`src/rtl/regarray_access_scheduler.sv`:
```
// regarray_access_scheduler
//   Owns a NUM x DSIZE register array shared by two requester ports (A, B)
//   through a round-robin arbiter, plus a range-clear sweep engine that zeroes
//   entries clr_lo..clr_hi, one per cycle, with the array locked out meanwhile.
//
// Ports
//   clock, rst_n                 clock (rising edge), async active-low reset
//   a_* / b_*                    requester ports: valid/ready handshake, wr
//                                select, entry address, write data, registered
//                                read data and one-cycle read-valid pulse
//   clr_start, clr_lo, clr_hi    sweep command and inclusive entry range
//   clr_busy                     sweep in progress
//   clr_done                     sweep finished (one-cycle pulse)
//   clr_err                      bounds rejected, pulses together with clr_done
module regarray_access_scheduler #(
    parameter int NUM   = 32,
    parameter int DSIZE = 32,
    localparam int AW   = (NUM > 1) ? $clog2(NUM) : 1
) (
    input  logic             clock,
    input  logic             rst_n,

    input  logic             a_valid,
    output logic             a_ready,
    input  logic             a_wr,
    input  logic [AW-1:0]    a_addr,
    input  logic [DSIZE-1:0] a_wdata,
    output logic [DSIZE-1:0] a_rdata,
    output logic             a_rvalid,

    input  logic             b_valid,
    output logic             b_ready,
    input  logic             b_wr,
    input  logic [AW-1:0]    b_addr,
    input  logic [DSIZE-1:0] b_wdata,
    output logic [DSIZE-1:0] b_rdata,
    output logic             b_rvalid,

    input  logic             clr_start,
    input  logic [AW-1:0]    clr_lo,
    input  logic [AW-1:0]    clr_hi,
    output logic             clr_busy,
    output logic             clr_done,
    output logic             clr_err
);

    // One bit wider than an address so NUM itself is representable.
    localparam logic [AW:0] NUM_W = (AW + 1)'(NUM);

    typedef enum logic [1:0] {
        IDLE,
        SWEEP,
        DONE
    } state_e;

    state_e           state_q;
    logic [AW-1:0]    idx_q;
    logic [AW-1:0]    hi_q;
    logic             clr_busy_q;
    logic             clr_done_q;
    logic             clr_err_q;

    logic             prefer_a_q;
    logic             prefer_a_d;

    logic [DSIZE-1:0] mem_q [NUM];

    logic [DSIZE-1:0] a_rdata_q;
    logic [DSIZE-1:0] b_rdata_q;
    logic             a_rvalid_q;
    logic             b_rvalid_q;

    logic             arb_en;
    logic             gnt_a;
    logic             gnt_b;
    logic             acc_wr;
    logic [AW-1:0]    acc_addr;
    logic [DSIZE-1:0] acc_wdata;
    logic             acc_in_rng;
    logic [DSIZE-1:0] acc_rdata;
    logic             bounds_ok;

    // ------------------------------------------------------------------
    // Arbitration: combinational grant, frozen while the sweep owns the array.
    // prefer_a_q records which side wins a tie (the one not granted last).
    // ------------------------------------------------------------------
    always_comb begin
        arb_en = (state_q != SWEEP);
        gnt_a  = arb_en && a_valid && (!b_valid || prefer_a_q);
        gnt_b  = arb_en && b_valid && !gnt_a;

        prefer_a_d = prefer_a_q;
        if (gnt_a) begin
            prefer_a_d = 1'b0;
        end else if (gnt_b) begin
            prefer_a_d = 1'b1;
        end
    end

    // Single shared access path: at most one of gnt_a/gnt_b is set.
    always_comb begin
        acc_wr     = gnt_b ? b_wr    : a_wr;
        acc_addr   = gnt_b ? b_addr  : a_addr;
        acc_wdata  = gnt_b ? b_wdata : a_wdata;
        acc_in_rng = ({1'b0, acc_addr} < NUM_W);
        acc_rdata  = '0;
        if (acc_in_rng) begin
            acc_rdata = mem_q[acc_addr];
        end
    end

    always_comb begin
        bounds_ok = (clr_lo <= clr_hi) && ({1'b0, clr_hi} < NUM_W);
    end

    always_ff @(posedge clock or negedge rst_n) begin
        if (!rst_n) begin
            prefer_a_q <= 1'b1;
        end else begin
            prefer_a_q <= prefer_a_d;
        end
    end

    // ------------------------------------------------------------------
    // Register array. Sweep writes and port writes never coincide because
    // grants are blocked during SWEEP; out-of-range writes are dropped.
    // ------------------------------------------------------------------
    always_ff @(posedge clock or negedge rst_n) begin
        if (!rst_n) begin
            mem_q <= '{default: '0};
        end else if (state_q == SWEEP) begin
            mem_q[idx_q] <= '0;
        end else if ((gnt_a || gnt_b) && acc_wr && acc_in_rng) begin
            mem_q[acc_addr] <= acc_wdata;
        end
    end

    // ------------------------------------------------------------------
    // Read return: data registered on accept, held until the next read on
    // the same port; rvalid is a one-cycle pulse.
    // ------------------------------------------------------------------
    always_ff @(posedge clock or negedge rst_n) begin
        if (!rst_n) begin
            a_rdata_q  <= '0;
            b_rdata_q  <= '0;
            a_rvalid_q <= 1'b0;
            b_rvalid_q <= 1'b0;
        end else begin
            a_rvalid_q <= gnt_a && !a_wr;
            b_rvalid_q <= gnt_b && !b_wr;
            if (gnt_a && !a_wr) begin
                a_rdata_q <= acc_rdata;
            end
            if (gnt_b && !b_wr) begin
                b_rdata_q <= acc_rdata;
            end
        end
    end

    // ------------------------------------------------------------------
    // Range-clear FSM with registered status outputs.
    // ------------------------------------------------------------------
    always_ff @(posedge clock or negedge rst_n) begin
        if (!rst_n) begin
            state_q    <= IDLE;
            idx_q      <= '0;
            hi_q       <= '0;
            clr_busy_q <= 1'b0;
            clr_done_q <= 1'b0;
            clr_err_q  <= 1'b0;
        end else begin
            case (state_q)
                IDLE: begin
                    if (clr_start) begin
                        if (bounds_ok) begin
                            state_q    <= SWEEP;
                            idx_q      <= clr_lo;
                            hi_q       <= clr_hi;
                            clr_busy_q <= 1'b1;
                        end else begin
                            state_q    <= DONE;
                            clr_done_q <= 1'b1;
                            clr_err_q  <= 1'b1;
                        end
                    end
                end
                SWEEP: begin
                    if (idx_q == hi_q) begin
                        state_q    <= DONE;
                        clr_busy_q <= 1'b0;
                        clr_done_q <= 1'b1;
                        clr_err_q  <= 1'b0;
                    end else begin
                        idx_q <= idx_q + 1'b1;
                    end
                end
                DONE: begin
                    state_q    <= IDLE;
                    clr_done_q <= 1'b0;
                    clr_err_q  <= 1'b0;
                end
                default: begin
                    state_q    <= IDLE;
                    clr_busy_q <= 1'b0;
                    clr_done_q <= 1'b0;
                    clr_err_q  <= 1'b0;
                end
            endcase
        end
    end

    assign a_ready  = gnt_a;
    assign b_ready  = gnt_b;
    assign a_rdata  = a_rdata_q;
    assign b_rdata  = b_rdata_q;
    assign a_rvalid = a_rvalid_q;
    assign b_rvalid = b_rvalid_q;
    assign clr_busy = clr_busy_q;
    assign clr_done = clr_done_q;
    assign clr_err  = clr_err_q;

endmodule

```
`config.mk`:
```
export PLATFORM = sky130hd
export DESIGN_NAME = regarray_access_scheduler
export DESIGN_NICKNAME = d
export VERILOG_FILES = /design/src/rtl/regarray_access_scheduler.sv
export SDC_FILE = /design/constraint.sdc
export NUM_CORES = 1
export LEC_CHECK = 0
export ABC_AREA = 0
export ABC_CLOCK_PERIOD_IN_PS = 2730
export CAP_MARGIN = 20
export CELL_PAD_IN_SITES_DETAIL_PLACEMENT = 1
export CELL_PAD_IN_SITES_GLOBAL_PLACEMENT = 2
export CORE_MARGIN = 1
export CORE_UTILIZATION = 43
export CTS_CLUSTER_DIAMETER = 120
export DETAILED_ROUTE_END_ITERATION = 7
export PLACE_DENSITY_LB_ADDON = 0.1
export SLEW_MARGIN = 25
export SYNTH_ARGS = -nofsm -noshare
export SYNTH_HDL_FRONTEND = slang
export SYNTH_SLANG_ARGS = --single-unit
```
`constraint.sdc`:
```
create_clock -name clock -period 2.73 [get_ports clock]
set_input_delay 0.546 -clock clock [delete_from_list [all_inputs] [get_ports clock]]
set_output_delay 0.546 -clock clock [all_outputs]
set_load 0.05 [all_outputs]
```
==> results of run 1 <==
cell type report:
cell class	instances	share of cell area, %
well taps	1500	2.99
multi-input cells	2355	31.7
repair buffers	709	14.6
flip-flops and latches	1106	44.1
clock inverters	50	1.26
inverters	18	0.120
clock buffers	162	5.30
power by group:
part	switching, mW	total (mW)	internal (mW)
combinational	13.4	25.6	12.2
clock	7.02	17.3	10.3
sequential	4.22	27.1	22.9
total	24.6	70.0	45.4
Yosys cell counts, types with 8 or more instances:
library cell	count	area share, %
nor3_1	23	0.23
a22oi_2	8	0.20
buf_4	22	0.34
a22oi_1	24	0.37
o2bb2ai_1	512	9.1
nand3_1	40	0.41
clkbuf_1	216	1.7
dfrtp_1	1105	56
o21ai_0	11	0.11
buf_2	175	1.8
a31oi_1	69	0.88
nand2_1	97	0.74
buf_1	29	0.22
nor4_2	23	0.59
nor2_1	84	0.64
and2_1	40	0.51
o22ai_1	256	3.3
nor4_1	42	0.54
inv_1	15	0.11
buf_6	9	0.21
and3_1	13	0.17
mux2i_1	515	11
ha_1	9	0.23
a22o_1	512	9.1
metrics by stage:
| step | hold WS, ps | util (%) | instances | power, mW | setup WS, ps |
|---|---|---|---|---|---|
| 2_1_floorplan | 250 | - | 3932 | 40.8 | 312 |
| 3_3_place_gp | 470 | 51.2 | 5654 | 50.4 | -1030 |
| 3_5_place_dp | 473 | 51.2 | 5654 | 51.7 | -1090 |
| 4_1_cts | 307 | 55.1 | 5877 | 69.4 | -30.9 |
| 5_1_grt | 339 | 55.7 | 5900 | 72.9 | -116 |
| 6_report | 325 | 55.7 | 5900 | 70.0 | -37.4 |
cells by family (layout without fill, tap and decap cells):
logic type | after synthesis | in the layout | share of synthesized area [%]
AO/OA/AOI/OAI | 1437 | 1437 | 24.1
XOR/XNOR | 5 | 5 | 0.0893
adder cells (fa/ha/maj) | 9 | 9 | 0.230
buffers and inverters | 471 | 939 | 4.39
flip-flops | 1106 | 1106 | 56.4
multiplexers | 516 | 516 | 10.5
AND/OR/NAND/NOR | 388 | 388 | 4.22
final timing paths:
check	from	to	cells after the start
worst max register to register	prefer_a_q	a_rdata[15]	12
worst min-delay path	rst_n	mem_q[987]	2
worst min register to register	mem_q[85]	mem_q[85]	1
max in group asynchronous	rst_n	mem_q[138]	4
worst max-delay path	prefer_a_q	a_rdata[15]	12
min in group clock	mem_q[85]	mem_q[85]	1
repair_timing:
item,4_1_cts,5_1_grt
buffers inserted,8,20
resized for setup,22,68
hold endpoints to repair,25,0
setup endpoints to repair,52,67
pin swaps,9,22
gates cloned,2,3
hold buffers,1,0
registers in the layout (all words and copies together) (netlist names):
register and count:
b_rdata 32, clr_busy 1, clr_done 1, a_rvalid 1
hi_q 5, state_q 2, clr_err 1, prefer_a_q 1
mem_q 1024, a_rdata 32, idx_q 5, b_rvalid 1
routing by layer:
layer / GRT usage, % / vias up / part of all wire (%)
li1: - / 16000 / -
met1: 47.2 / 21400 / 39
met2: 59.4 / 2184 / 46
met3: 7.13 / 725 / 8.4
met4: 21.6 / 2 / 6.6
met5: 0 / - / 0.0065
cell usage in the layout (no fill, tap or decap), drive strengths merged, types with 3 or more instances in the layout:
| cell type | n |
|---|---|
| nor3b | 4 |
| a21oi | 7 |
| nor4 | 65 |
| nor3 | 23 |
| clkbuf | 165 |
| a22oi | 32 |
| and2 | 42 |
| or3 | 3 |
| clkdlybuf4s50 | 158 |
| and3 | 13 |
| a22o | 512 |
| nand2 | 98 |
| buf | 545 |
| inv | 21 |
| clkinv | 27 |
| nor2 | 87 |
| nor2b | 4 |
| bufinv | 19 |
| ha | 9 |
| mux2i | 515 |
| dfrtp | 1105 |
| a41oi | 4 |
| o2bb2ai | 512 |
| a31oi | 78 |
| nand3b | 3 |
| xnor2 | 3 |
| nand3 | 40 |
| o21ai | 18 |
| o22ai | 256 |
critical path, cell delays in order, from the launching register on:
cell and delay, ps:
dfstp_2 560, a21boi_4 90, nand2_8 80, inv_8 60, a21oi_4 220, buf_12 210, bufbuf_16 300, buf_4 150
mux2i_2 220, o22ai_2 110, nor4_4 330, buf_4 200, a31oi_1 80
==> qor.yml, run 1 <==
status:
  outcome: "finished with violations"
  failed_checks: "setup timing"
timing:
  fin_worst_skew_ps: 32.9
  hold_viol_final: 0
  fin_crit_sh_pct: 101
  grt_setup_unrepaired: "yes"
  fin_setup_tns_ps: -193
  setup_violations: 10
  worst_slew_pin_slew_ps: 971
  slew_violations: 0
  clock.fmax_ghz: 0.361
  period_needed_ps: 2770
  worst_slack_ps: -37.4
  relSlewSlack_pct: 34.7
routing:
  via_count: 40300
  post_drt_via_cell_ratio: 6.83
  ant_nets: 0
  wl_per_cell_um: 36.4
  drt-initial-drc-count: 3803
  drt-total-wl_um: 215000
  dr.pass1.iters: 5
  drc: 0
clocking:
  cts_tree: "built"
  cts_buffer_depth: 3
  htreeDepth: 3
  clk_latency_ps: 740
  cts.sink_count: 1106
  cts_buffers: 117
  clockRootBuffer: "clkbuf_16"
  path_clk_slew_ps: 70
place:
  gp_congestion: 0.881
  dpl-instance-area_sq_mm: 0.0578
  dp_hpwl_um: 135000
  portBuffers: 161
final_layout:
  drive_gt1_share_pct: 20.8
  syn2layout_area_growth_pct: 28.1
  n_antenna_cell: 0
  fillers: 10800
  seqCellArea_sq_mm: 0.0277
  fin_area_sq_mm: 0.0628
  layout.nets: 4407
  multiInputGateArea_sq_mm: 0.0199
die:
  die-area_sq_mm: 0.115
  die_h_um: 340
  rows: 123
  start_util_pct: 43.5
  fp.dieW_um: 340
  coreArea_sq_mm: 0.113
  io_pins: 162
global_route:
  grt_pass1_vias: 43300
  grt_usage_pct: 37.2
  overflow: 0
  grt_pass1_wl_um: 314000
  grt_antenna_before_repair: 3
  grt_start_max_net_pins: 95
synth:
  syn-cell-area_sq_mm: 0.0490
  synth_edf_count: 0
  postSynthCellCount: 3932
  synthFlopType: "dfrtp_1"
  yosys_warnings: 0
  synthDistinctLibCells: 65
  ys_ff_latch: 1106
  synth_nets: 4032
  async_flop_share_pct: 100
  seq_area_frac_synth_pct: 56.4
  avgSynthCellArea_sq_um: 12.5
power_and_ir_drop:
  peakVddDrop_v: 0.000944
  power_density_mw_per_mm2: 1110
  p_leak_nw: 28.3
critical_path:
  start_kind: "flip-flop"
  rrSetupSlack_ps: -40
  arrival_ps: 3360
  path_class: "reg -> reg"
  end_kind: "flip-flop"
  required_ps: 3320
  path_max_fanout: 14
run:
  cap_violations: 0
min_path:
  hp-class: "in -> async"
Power figures use the tool's default switching activity.
==> run 2: changes to the inputs <==
Settings changed: CORE_MARGIN 1 to unset.
==> results of run 2 <==
The final DEF is identical to that of run 1; final timing and power are the same.
==> run 3: changes to the inputs <==
==> constraint.sdc (replaced) <==
create_clock -name clock -period 2.73 [get_ports clock]
set_input_delay 0.6825 -clock clock [delete_from_list [all_inputs] [get_ports clock]]
set_output_delay 0.6825 -clock clock [all_outputs]
set_load 0.05 [all_outputs]
==> qor.yml, run 3 (synthesis results as in run 1) <==
status:
  outcome: "finished with violations"
  failed_checks: "setup timing"
timing:
  period_needed_ps: 2840
  relSlewSlack_pct: 36.4
  hold_viol_final: 0
  grt_setup_unrepaired: "yes"
  fin_worst_skew_ps: 32.0
  clock.fmax_ghz: 0.352
  setup_violations: 23
  worst_slack_ps: -113
  fin_crit_sh_pct: 104
  slew_violations: 0
  worst_slew_pin_slew_ps: 947
final_layout:
  layout_commonest_cell: "dfrtp_1"
  multiInputGateArea_sq_mm: 0.0205
  top_register: "mem_q"
  largest_reg_flops: 1024
  syn2layout_area_growth_pct: 32.0
  layout.nets: 4480
  final_cell_mix: "1105 x dfrtp_1, 512 x a22o_1, 512 x o2bb2ai_1"
  fillers: 10800
  fin_area_sq_mm: 0.0647
  drive_gt1_share_pct: 23.8
  seqCellArea_sq_mm: 0.0277
die:
  fp.dieW_um: 340
  die-area_sq_mm: 0.115
  die_h_um: 340
  coreArea_sq_mm: 0.113
  io_pins: 162
  rows: 123
  start_util_pct: 43.5
min_path:
  hp-class: "in -> reg"
clocking:
  clk_latency_ps: 740
  clockRootBuffer: "clkbuf_16"
  cts_tree: "built"
  cts_buffer_depth: 3
  path_clk_slew_ps: 70
  htreeDepth: 3
  cts.sink_count: 1106
  cts_buffers: 118
power_and_ir_drop:
  pwr-share-clk_pct: 24.2
  swShare_pct: 35.5
  power_frac_comb_pct: 37.7
  p_total_mw: 72.0
  p_leak_nw: 28.9
  power_density_mw_per_mm2: 1110
  p_seq_share_pct: 38.1
  p_switching_mw: 25.6
  peakVddDrop_v: 0.000798
  p_int_mw: 46.4
global_route:
  grt_start_max_net_pins: 113
  grt_pass1_vias: 43500
  grtUsageMet2_pct: 59.7
  use_met3_pct: 7.60
  overflow: 0
  busiest_layer: "met2"
  grt_usage_pct: 38.0
  grt_antenna_before_repair: 4
  grt_pass1_wl_um: 319000
  use_met1_pct: 48.3
place:
  gp_congestion: 0.892
  portBuffers: 161
  dp_hpwl_um: 137000
  dpl-instance-area_sq_mm: 0.0578
routing:
  wl_per_cell_um: 36.9
  via_count: 40900
  dr.pass1.iters: 5
  drt-total-wl_um: 221000
  ant_nets: 0
  drc: 0
  post_drt_via_cell_ratio: 6.84
  drt-initial-drc-count: 4124
critical_path:
  start_kind: "flip-flop"
  path_max_fanout: 7
  arrival_ps: 3430
  end_kind: "flip-flop"
  required_ps: 3320
  path_class: "reg -> reg"
run:
  cap_violations: 0
==> run 3: changes by cell type in the layout (fill, tap and decap cells not counted), moves of 12 or more <==
| cell | before | now |
|---|---|---|
| buf_4 | 276 | 288 |
| buf_12 | 246 | 260 |
| mux2i_2 | 11 | 28 |
| o22ai_2 | 9 | 31 |
| buf_6 | 7 | 27 |
| buf_16 | 9 | 22 |
| mux2i_4 | 5 | 21 |
| mux2i_1 | 499 | 466 |
| clkbuf_8 | 19 | 32 |
| o22ai_1 | 247 | 224 |
==> run 3: repair_timing <==
item	in CTS	in global routing
cloned	14	6
pin swaps	78	64
endpoints found under the hold margin	32	0
setup buffers	54	29
gates resized for setup	138	143
hold buffers	1	0
endpoints found under the setup margin	70	279
==> run 3: final cells by class <==
class                           instances  share of cell area (%)
Sequential cell                      1106                    42.8
Multi-Input combinational cell       2355                    31.8
Timing Repair Buffer                  781                    16.0
Clock buffer                          181                    5.49
Tap cell                             1500                    2.90
Clock inverter                         39                    1.01
Inverter                               18                   0.124
Antenna cell                            1                 0.00387
==> run 3: per-stage QoR <==
stage	setup TNS, ps	worst slack, ps	hold slack, ps	utilization, %	instances
2_1_floorplan	0	176	387	-	3932
4_1_cts	-1740	-117	412	56.4	5950
5_1_grt	-4090	-187	448	57.4	5980
3_5_place_dp	-563480	-1240	473	51.3	5664
3_3_place_gp	-506760	-1150	470	51.3	5664
6_report	-1320	-113	460	57.4	5981
==> run 3: path summary, 6_finish.rpt <==
kind                             from           to  slack, ps  cells past startpoint
min                           a_valid   prefer_a_q        460                      3
min in group asynchronous       rst_n   mem_q[187]        530                      2
max                        prefer_a_q  b_rdata[13]       -110                     14
min reg2reg                mem_q[295]   mem_q[295]        490                      1
max reg2reg                prefer_a_q  b_rdata[13]       -110                     14
max in group asynchronous       rst_n  b_rdata[12]       1090                      3
==> run 3: worst max-delay path: stages (launching register included) <==
cell and delay (ps):
dfstp_2 560, a21boi_4 90, nand2_8 90, inv_12 40
a21oi_4 130, buf_12 140, buf_16 150, buf_16 140
buf_12 140, clkbuf_16 160, mux2i_1 220, o22ai_1 130
nor4_2 370, buf_4 200, a31oi_1 90
==> run 3: power groups by stage <==
| stage | logic [mW] | clock network [mW] | registers, mW |
|---|---|---|---|
| global placement | 23.6 | 0 | 26.7 |
| detailed placement | 24.5 | 0 | 27.2 |
| CTS | 26.0 | 17.5 | 27.1 |
| finish | 27.1 | 17.4 | 27.4 |
| floorplan | 13.3 | 0 | 27.5 |
| global route | 28.5 | 18.2 | 28.1 |
==> run 3: layer usage <==
layer	wire [um]	vias to the layer above	part of all wire, %
met1	84800	21800	38
met5	15	-	0.0068
met2	102000	2266	46
met4	15200	2	6.9
met3	18500	746	8.4
li1	-	16200	-
